`config.mk`:
```
export PLATFORM = sky130hd
export DESIGN_NAME = id_ex_alu_issue
export DESIGN_NICKNAME = d
export VERILOG_FILES = /design/src/rtl/id_ex_alu_issue.sv
export SDC_FILE = /design/constraint.sdc
export NUM_CORES = 1
export LEC_CHECK = 0
export ABC_AREA = 1
export CAP_MARGIN = 25
export CORE_UTILIZATION = 39
export CTS_BUF_LIST = sky130_fd_sc_hd__clkbuf_16
export DETAILED_ROUTE_END_ITERATION = 7
export GPL_TIMING_DRIVEN = 0
export PLACE_DENSITY_LB_ADDON = 0.15
export SLEW_MARGIN = 20
export SYNTH_ARGS = -nofsm -noshare
export SYNTH_HDL_FRONTEND = slang
export SYNTH_SLANG_ARGS = --single-unit
```
`constraint.sdc`:
```
create_clock -name clk -period 1.7 [get_ports clk]
set_input_delay 0.34 -clock clk [delete_from_list [all_inputs] [get_ports clk]]
set_output_delay 0.34 -clock clk [all_outputs]
set_load 0.03 [all_outputs]
```
`src/rtl/id_ex_alu_issue.sv`:
```
// ID/EX issue stage: decodes ALUOp/funct into the EX ALU op, selects operand B,
// and holds the result in a single-entry valid/ready pipeline register.
module id_ex_alu_issue #(
    parameter int XLEN  = 32,
    parameter int CNT_W = 8
) (
    input  logic             clk,
    input  logic             rst,
    input  logic             in_valid,
    output logic             in_ready,
    input  logic [1:0]       aluop,
    input  logic [2:0]       funct3,
    input  logic             funct7_5,
    input  logic             alu_src,
    input  logic [XLEN-1:0]  rs1_data,
    input  logic [XLEN-1:0]  rs2_data,
    input  logic [XLEN-1:0]  imm,
    input  logic             flush,
    output logic             out_valid,
    input  logic             out_ready,
    output logic [XLEN-1:0]  ex_a,
    output logic [XLEN-1:0]  ex_b,
    output logic [3:0]       ex_op,
    output logic             ex_branch,
    output logic             ex_illegal,
    output logic [CNT_W-1:0] illegal_cnt
);

    localparam logic [3:0]       OP_ADD  = 4'b0010;
    localparam logic [3:0]       OP_SUB  = 4'b0110;
    localparam logic [3:0]       OP_AND  = 4'b0000;
    localparam logic [3:0]       OP_OR   = 4'b0001;
    localparam logic [3:0]       OP_ILL  = 4'b1111;
    localparam logic [CNT_W-1:0] CNT_MAX = '1;
    localparam logic [CNT_W-1:0] CNT_ONE = {{(CNT_W-1){1'b0}}, 1'b1};

    logic             out_valid_q, out_valid_d;
    logic [XLEN-1:0]  ex_a_q, ex_a_d;
    logic [XLEN-1:0]  ex_b_q, ex_b_d;
    logic [3:0]       ex_op_q, ex_op_d;
    logic             ex_branch_q, ex_branch_d;
    logic             ex_illegal_q, ex_illegal_d;
    logic [CNT_W-1:0] illegal_cnt_q, illegal_cnt_d;
    logic [3:0]       dec_op;
    logic             fire;

    always_comb begin
        dec_op = OP_ILL;
        case (aluop)
            2'b00: dec_op = OP_ADD;
            2'b01: dec_op = OP_SUB;
            2'b10: begin
                case (funct3)
                    3'b000:  dec_op = funct7_5 ? OP_SUB : OP_ADD;
                    3'b111:  dec_op = OP_AND;
                    3'b110:  dec_op = OP_OR;
                    default: dec_op = OP_ILL;
                endcase
            end
            default: begin
                // I-type: bit 30 belongs to the immediate, so no sub here
                case (funct3)
                    3'b000:  dec_op = OP_ADD;
                    3'b111:  dec_op = OP_AND;
                    3'b110:  dec_op = OP_OR;
                    default: dec_op = OP_ILL;
                endcase
            end
        endcase
    end

    assign in_ready = !flush && (!out_valid_q || out_ready);
    assign fire     = in_valid && in_ready;

    always_comb begin
        out_valid_d   = out_valid_q;
        ex_a_d        = ex_a_q;
        ex_b_d        = ex_b_q;
        ex_op_d       = ex_op_q;
        ex_branch_d   = ex_branch_q;
        ex_illegal_d  = ex_illegal_q;
        illegal_cnt_d = illegal_cnt_q;
        if (flush) begin
            out_valid_d = 1'b0;
        end else if (fire) begin
            out_valid_d  = 1'b1;
            ex_a_d       = rs1_data;
            ex_b_d       = alu_src ? imm : rs2_data;
            ex_op_d      = dec_op;
            ex_branch_d  = (aluop == 2'b01);
            ex_illegal_d = (dec_op == OP_ILL);
            if ((dec_op == OP_ILL) && (illegal_cnt_q != CNT_MAX)) begin
                illegal_cnt_d = illegal_cnt_q + CNT_ONE;
            end
        end else if (out_ready) begin
            out_valid_d = 1'b0;
        end
    end

    always_ff @(posedge clk) begin
        if (rst) begin
            out_valid_q   <= 1'b0;
            ex_a_q        <= '0;
            ex_b_q        <= '0;
            ex_op_q       <= 4'b0000;
            ex_branch_q   <= 1'b0;
            ex_illegal_q  <= 1'b0;
            illegal_cnt_q <= '0;
        end else begin
            out_valid_q   <= out_valid_d;
            ex_a_q        <= ex_a_d;
            ex_b_q        <= ex_b_d;
            ex_op_q       <= ex_op_d;
            ex_branch_q   <= ex_branch_d;
            ex_illegal_q  <= ex_illegal_d;
            illegal_cnt_q <= illegal_cnt_d;
        end
    end

    assign out_valid   = out_valid_q;
    assign ex_a        = ex_a_q;
    assign ex_b        = ex_b_q;
    assign ex_op       = ex_op_q;
    assign ex_branch   = ex_branch_q;
    assign ex_illegal  = ex_illegal_q;
    assign illegal_cnt = illegal_cnt_q;

endmodule
```
==> impl_metrics.tcl <==
set metrics [dict create \
    outcome "completed" \
    dieHeight_um 95.61 \
    use_met1 0.2425 \
    postPlaceCellArea_mm2 0.005400 \
    synth-compound-area-share 0.1988 \
    synth-simple-area-share 0.1571 \
    synth_ff_type "dfxtp_1" \
    peakVddDrop_mv 0.5403 \
    ctsHoldBuffers 0 \
    syn_avg_cell_area_um2 8.673 \
    cts_sinks 79 \
    viasPerCell 4.823 \
    antenna_cells 0 \
    critPathTopFamily "buffers and inverters" \
    relSlewSlack 0.6563 \
    postCtsResizedCells 30 \
    synth_area_leaders "dfxtp_1 46%, mux2i_1 9.4%, nand2_1 9.2%" \
    arrival_ps 1340 \
    fmaxAchievable_mhz 596.5 \
    start_util 0.4097 \
    synth_nets 503 \
    path_clk_slew_ps 60 \
    drt_first_pass_iters 4 \
    drtAntennaViolNets 0 \
    grt_max_degree 15 \
    htreeDepth 3 \
    fillers 695 \
    synthArstFlopShare 0 \
    tightest_slew_ps 515.6 \
    period_needed_ps 1677 \
    synth-edff-count 0 \
    pin_count 188 \
    grtUsageMet2 0.3839 \
    synthAdderAreaFrac 0.003662 \
    ys_ff_latch 79 \
    finalCoreUtilization 0.6908 \
    power.leakage_nw 3.026 \
    p_per_area_mw_per_mm2 847.7 \
    synth_warnings 0 \
    cts_max_path_buffers 2 \
    muxShareOfSynthArea 0.09374 \
    hpwl_um 7547 \
    drc 0 \
    cts_buffers 9 \
    antenna_found_initial 0 \
    power_w 0.004884 \
    die_area_mm2 0.009140 \
    gp_congestion 0.7930 \
    finalSetupViolations 0 \
    finalCritPeriodShare 0.9862 \
    hold_class "input port to flop" \
    insertion_delay_ps 330 \
    final-max-slew-violation-count 0 \
    chipWidth_um 95.61 \
    grt_pass1_wl_um 14900 \
    synth_top_area_share 0.4628 \
    syn2layout_area_growth_pct 68.62 \
    synthXorXnorAreaFrac 0.007689 \
    crit_fanout 2 \
    detail_route.wl_per_cell_um 13.93 \
    grt_pass1_vias 3202 \
    met3_usage 0.05502 \
    worstPathRequired_ps 1360 \
    hp-start "rst" \
    synthCells 394 \
    drive_gt1_frac 0.1277 \
    root_buffer "clkbuf_16" \
    drt_iter0_markers 71 \
    cp_slowest_cell "clkdlybuf4s50_1" \
    core-area_mm2 0.008341 \
    dpl_worst_slack_ps -365.5 \
    cp-start-kind "flop" \
    synth_commonest_cells "84 x nand2_1, 79 x dfxtp_1, 61 x a21oi_1" \
    yosysSeqAreaShare 0.4628 \
    maxCapViolCount 0 \
    fin_nets 699 \
    grt_use_total 0.2119 \
    crit_path_max_incr_delay_ps 680 \
    critPathKind "flop to output pin" \
    setup.worst_path.end_class "output pin" \
    timing.rr.start "illegal_cnt[0]" \
    cts_tree "yes" \
    cp-startpoint "ex_b[12]" \
    layout_setup_ws_ps 23.43 \
    dr_total_vias 3376 \
    final_area_mm2 0.005762 \
    synth_top_family_by_area "compound AO/OA/AOI/OAI gates" \
    skew_ps 6.698 \
    cts_setup_buffers 0 \
    synth.distinct_cells 31 \
    syn_area_mm2 0.003417 \
    synth_top_area_cell "dfxtp_1" \
    fin_tns_setup_ps 0 \
    worst-path-buf-inv 1 \
    io_buffers 185 \
    row_count 33 \
    busiest_layer "met2" \
    grt-ovfl-total 0 \
    crit_chain "clkdlybuf4s50_1" \
    hold_viol 0 \
    yosysMostFrequentCell "nand2_1" \
    wl_um 9750 \
]
==> state kept, by name (all words and copies together) (netlist names) <==
signal / count
ex_a: 32
ex_b: 32
illegal_cnt: 8
ex_op: 4
ex_branch: 1
ex_illegal: 1
out_valid: 1
==> where the power goes <==
part / internal [W] / switching [W]
logic: 0.000483 / 0.000495
registers: 0.00195 / 0.0000471
clock network: 0.00114 / 0.000769
==> cell usage in the layout, fill, tap and decap left out, drive strengths merged <==
cell           instances
clkdlybuf4s50        116
nand2                 87
dfxtp                 79
a21oi                 76
dlymetal6s2s          41
o21ai                 38
mux2i                 32
dlygate4sd2           27
buf                   22
inv                   17
nand3                 15
clkbuf                15
nor2                  14
clkinv                 3
nand4                  2
xnor2                  2
clkinvlp               2
o211ai                 1
nor3                   1
nand3b                 1
xor2                   1
a211oi                 1
ha                     1
bufinv                 1
==> layout make-up <==
type | count | area, um2 | area share
Buffer | 27 | 200.2 | 0.03474
Clock buffer | 9 | 225.2 | 0.03909
Sequential cell | 79 | 1582 | 0.2745
Clock inverter | 7 | 72.57 | 0.01259
Timing Repair Buffer | 185 | 1916 | 0.3325
Inverter | 16 | 60.06 | 0.01042
Tap cell | 105 | 131.4 | 0.02280
Multi-Input combinational cell | 272 | 1575 | 0.2734
==> per-stage QoR <==
stage | hold WS (ps) | cells
floorplan | 418.5 | 394
global placement | 450.4 | 684
detailed placement | 454.1 | 684
CTS | 266.4 | 700
global route | 275.9 | 700
finish | 268.3 | 700
==> metal layers <==
metal / part of all wire / vias up / routed length [um]
met4: 0.011 / 0 / 106
li1: - / 1728 / -
met2: 0.49 / 119 / 4815
met1: 0.41 / 1518 / 4045
met5: 0 / - / 0
met3: 0.080 / 11 / 783
==> path summary, 6_finish.rpt <==
kind / depth (start not counted) / end / slack (ps)
max reg2reg: 7 / illegal_cnt[5] / 290
max: 1 / ex_b[12] / 20
min reg2reg: 2 / ex_a[25] / 460
min: 2 / ex_a[0] / 270
==> cells by family (layout without fill, tap and decap cells) <==
group           count (synthesis)  in the layout
buf+inv                        43            244
simple gates                  120            120
fa+ha+maj                       1              1
compound gates                116            116
mux                            32             32
xor+xnor                        3              3
flops                          79             79
(Power assumes the default switching activity.)
==> RTL edit 1, RTL diff (config.mk and constraints unchanged) <==
`XLEN`: 32 -> 64.
--- a/src/rtl/id_ex_alu_issue.sv
+++ b/src/rtl/id_ex_alu_issue.sv
@@ -2,5 +2,5 @@
 // and holds the result in a single-entry valid/ready pipeline register.
 module id_ex_alu_issue #(
-    parameter int XLEN  = 32,
+    parameter int XLEN  = 64,
     parameter int CNT_W = 8
 ) (
Ports: changed (5 resized); port bits go from 188 to 348. The function was not compared with the original's and may differ.
==> RTL edit 1 against the original RTL <==
  * Routed wire length up 110%
  * Worst setup slack better by 0.020 ns
  * Sequential cell count up 64
  * Total power up 94%
  * Design area up 71%
  * Synthesized area up 67%
  * Via count up 79%
  * Sequential power up 81%
  * Worst hold slack better by 0.14 ns
  * Clock power up 120%
  * Largest power group is now clock
  * Highest routed layer unchanged
==> RTL edit 1: results (changes against the original RTL) <==
metric	value	unit	change
status	completed		
H-Tree Depth	4		+1
share of cells above drive strength 1	6.67	%	-6.1 points
gpl congestion	0.822		+3.7%
CP max stage delay	0.47	ns	-0.21 ns
multi-input logic portion of the cell area	25.4	%	-2.0 points
CLK BUF	17		+8
Nets	1243		+78%
detailed placement HPWL	15600	um	+110%
clock network share of area	6.57	%	+1.4 points
Non-Clock Buffer Area Fraction	36.1	%	-0.60 points
synth unique cells	26		-16%
largest cells by area after synthesis	dfxtp_1, a21oi_1, mux2i_1, nand2_1, o21ai_0		
Leak	4.53	nW	+50%
synth cell count leaders	nand2_1, dfxtp_1, a21oi_1		
later-pin clock latency in the skew report	0.42	ns	+0.09 ns
worst-margin pin slew	0.587	ns	+0.0712 ns
VDD IR max	769	uV	+42%
slowest stage cell, crit path	dfxtp_1		
crit-path max FO	6		+4
clock skew	0.00880	ns	+0.00211 ns
drt wl/cell	16.8	um	+21%
sequential cell area share	29.1	%	+1.6 points
FF+latch count	143		+81%
number of non-clock buffers	396		+87%
first-pass GRT wire length	31100	um	+110%
Comb power	1.71	mW	+75%
==> RTL edit 1: cell count changes after synthesis, sizes merged <==
| cell | before | now |
|---|---|---|
| nand2 | 87 | 151 |
| buf | 21 | 33 |
| o21ai | 38 | 70 |
| dfxtp | 79 | 143 |
| clkbuf | 6 | 17 |
| mux2i | 32 | 64 |
| a21oi | 76 | 140 |
==> RTL edit 1: through the flow <==
stage,cell area (um^2),hold WS (ns)
after global routing,9850,0.414
after floorplan,5700,0.418
final,9850,0.408
after global placement,9390,0.450
after detailed placement,9390,0.455
after CTS,9850,0.410
==> RTL edit 1: repair_timing <==
| item | in CTS | in global routing |
|---|---|---|
| resized for setup | 148 | 3 |
| pin swaps | 0 | 0 |
| buffers inserted | 0 | 0 |
| endpoints found under the setup margin | 144 | 4 |
==> RTL edit 1: path summary, 6_finish.rpt <==
path | endpoint | slack (ns)
setup / recovery | illegal_cnt[2] | 0.04
hold / removal | ex_b[63]$_SDFFE_PP0P_ | 0.41
setup reg to reg | illegal_cnt[3]$_SDFFE_PP0P_ | 0.18
hold reg to reg | ex_a[18]$_SDFFE_PP0P_ | 0.46
==> RTL edit 1: cells by family (layout without fill, tap and decap cells) <==
| group | after synthesis | count (layout) | synth area share (%) |
|---|---|---|---|
| adder cells (fa/ha/maj) | 1 | 1 | 0.220 |
| XOR/XNOR | 3 | 3 | 0.461 |
| multiplexers | 64 | 64 | 11.2 |
| buffers and inverters | 66 | 443 | 5.91 |
| AO/OA/AOI/OAI | 212 | 212 | 18.7 |
| AND/OR/NAND/NOR | 184 | 184 | 13.2 |
| flip-flops | 143 | 143 | 50.3 |
==> RTL edit 1: per-layer routing <==
layer  wire, um  GRT usage, %  vias up
met5          0             0        -
met4        412          11.1        0
met3       2040          10.2       28
met2      10400          49.9      241
met1       7780          28.0     2756
li1           -             -     3016
==> RTL edit 2, RTL diff (same flow settings) <==
Without the edit above. Reset style: asynchronous (`rst`), changed in one clocked block.
--- a/src/rtl/id_ex_alu_issue.sv
+++ b/src/rtl/id_ex_alu_issue.sv
@@ -98,5 +98,5 @@
     end
 
-    always_ff @(posedge clk) begin
+    always_ff @(posedge clk or posedge rst) begin
         if (rst) begin
             out_valid_q   <= 1'b0;
Formal check against the unedited RTL: differs if rst is asserted again (counterexample within 4 cycles, from zero or initial values and one cycle with rst high); with rst held inactive, the same outputs for 4 cycles.
==> RTL edit 2 against the original RTL <==
  * Worst setup slack better by 0.082 ns
  * Combinational power up 92%
  * Cell count rose by 5.4%
  * Total power is 31% higher
  * Synthesized area grew 3.8%
  * Routed wire length rose by 4.0%
  * Synthesized cell count is 8.1% higher
  * Clock skew is 0.0026 ns lower
  * Sequential cell count is the same
  * Design area up 3.3%
==> RTL edit 2: results (changes against the original RTL) <==
metric	value	unit	change
status	completed		
Comb power	1.88	mW	+92%
met1 GRT Util	25.3	%	+1.1 points
total wire length	10100	um	+4.0%
reg2reg end	illegal_cnt[6]$_DFFE_PP0P_		
Nets	734		+5.0%
Synth Area in Adders	0.353	%	-0.014 points
CTS resizes	50		+67%
slew margin rel.	65.9	%	+0.25 points
detailed placement HPWL	7670	um	+1.6%
M2 GR Usage	38.0	%	-0.42 points
sequential area share after synthesis	55.7	%	+9.4 points
GR Util met3	6.40	%	+0.90 points
CP max stage delay	0.45	ns	-0.23 ns
Tmin final	1.59	ns	-0.0818 ns
Synth Area in XOR/XNOR	0.740	%	-0.028 points
Post-Place Cells	722		+5.6%
endpoint arrival time on the critical path	1.25	ns	-0.09 ns
Root Buffer	clkbuf_16		
vias per inst	4.77		-1.1%
largest net degree at the start of global routing	34		+19
flop2flop setup slack	0.31	ns	+0.02 ns
drt wl/cell	13.7	um	-1.3%
Leak	3.30	nW	+9.1%
compound-cell area share of the yosys netlist	7.19	%	-13 points
combinational power share	29.3	%	+9.3 points
VDD IR max	593	uV	+9.8%
Critical Path Start	out_ready		
synth unique cells	22		-29%
vias in the first global route	3564		+11%
gpl congestion	0.760		-4.2%
Clk pwr share	33.9	%	-5.2 points
Synth Net Count	535		+6.4%
port bufs	186		+0.54%
fraction of registers with async set/reset	100	%	+100 points
clock skew	0.00408	ns	-0.00262 ns
largest cells by area after synthesis	dfrtp_1, nand2_1, nor2_1, o31ai_1, buf_2		
first-pass GRT wire length	16700	um	+12%
synth cell count leaders	nand2_1, dfrtp_1, nor2_1		
critical path capture point	in_ready		
share of cells above drive strength 1	7.78	%	-5.0 points
ys flop type	dfrtp_1		
WHS	0.354	ns	+0.0854 ns
Syn Area/Cell	8.33	um^2	-4.0%
Iter 0 DRT Violations	97		+37%
GR Util All Layers	21.8	%	+0.65 points
pre-CTS WS	-0.392	ns	-0.0267 ns
Min-Delay Path Class	in2async		
Sw Share	31.8	%	+5.0 points
Critical R2R Launch	illegal_cnt[1]$_DFFE_PP0P_		
==> RTL edit 2: changes by cell type after synthesis, moves of 6 or more <==
cell	unedited run	this run
buf_2	7	17
buf_4	6	0
a21oi_2	15	0
buf_6	8	1
nor2_1	11	72
a21oi_1	61	1
dfxtp_1	79	0
mux2i_1	32	0
o21ai_2	10	0
dfrtp_1	0	79
o31ai_1	0	32
nand2_1	84	170
o21ai_0	24	1
==> RTL edit 2: cell type report <==
| cell class | count | area, um^2 |
|---|---|---|
| multi-input combinational | 308 | 1400 |
| clock inverter | 7 | 113 |
| inverter | 18 | 71.3 |
| buffer | 21 | 108 |
| timing repair buffer | 188 | 1930 |
| tap | 108 | 135 |
| sequential | 79 | 1980 |
| clock buffer | 9 | 225 |
| fill | 744 | 2810 |
==> RTL edit 2: metal layers <==
layer	share of wire, %	up-vias
met5	0	-
met4	2.3	0
met3	7.7	22
met2	49	132
met1	41	1623
li1	-	1744
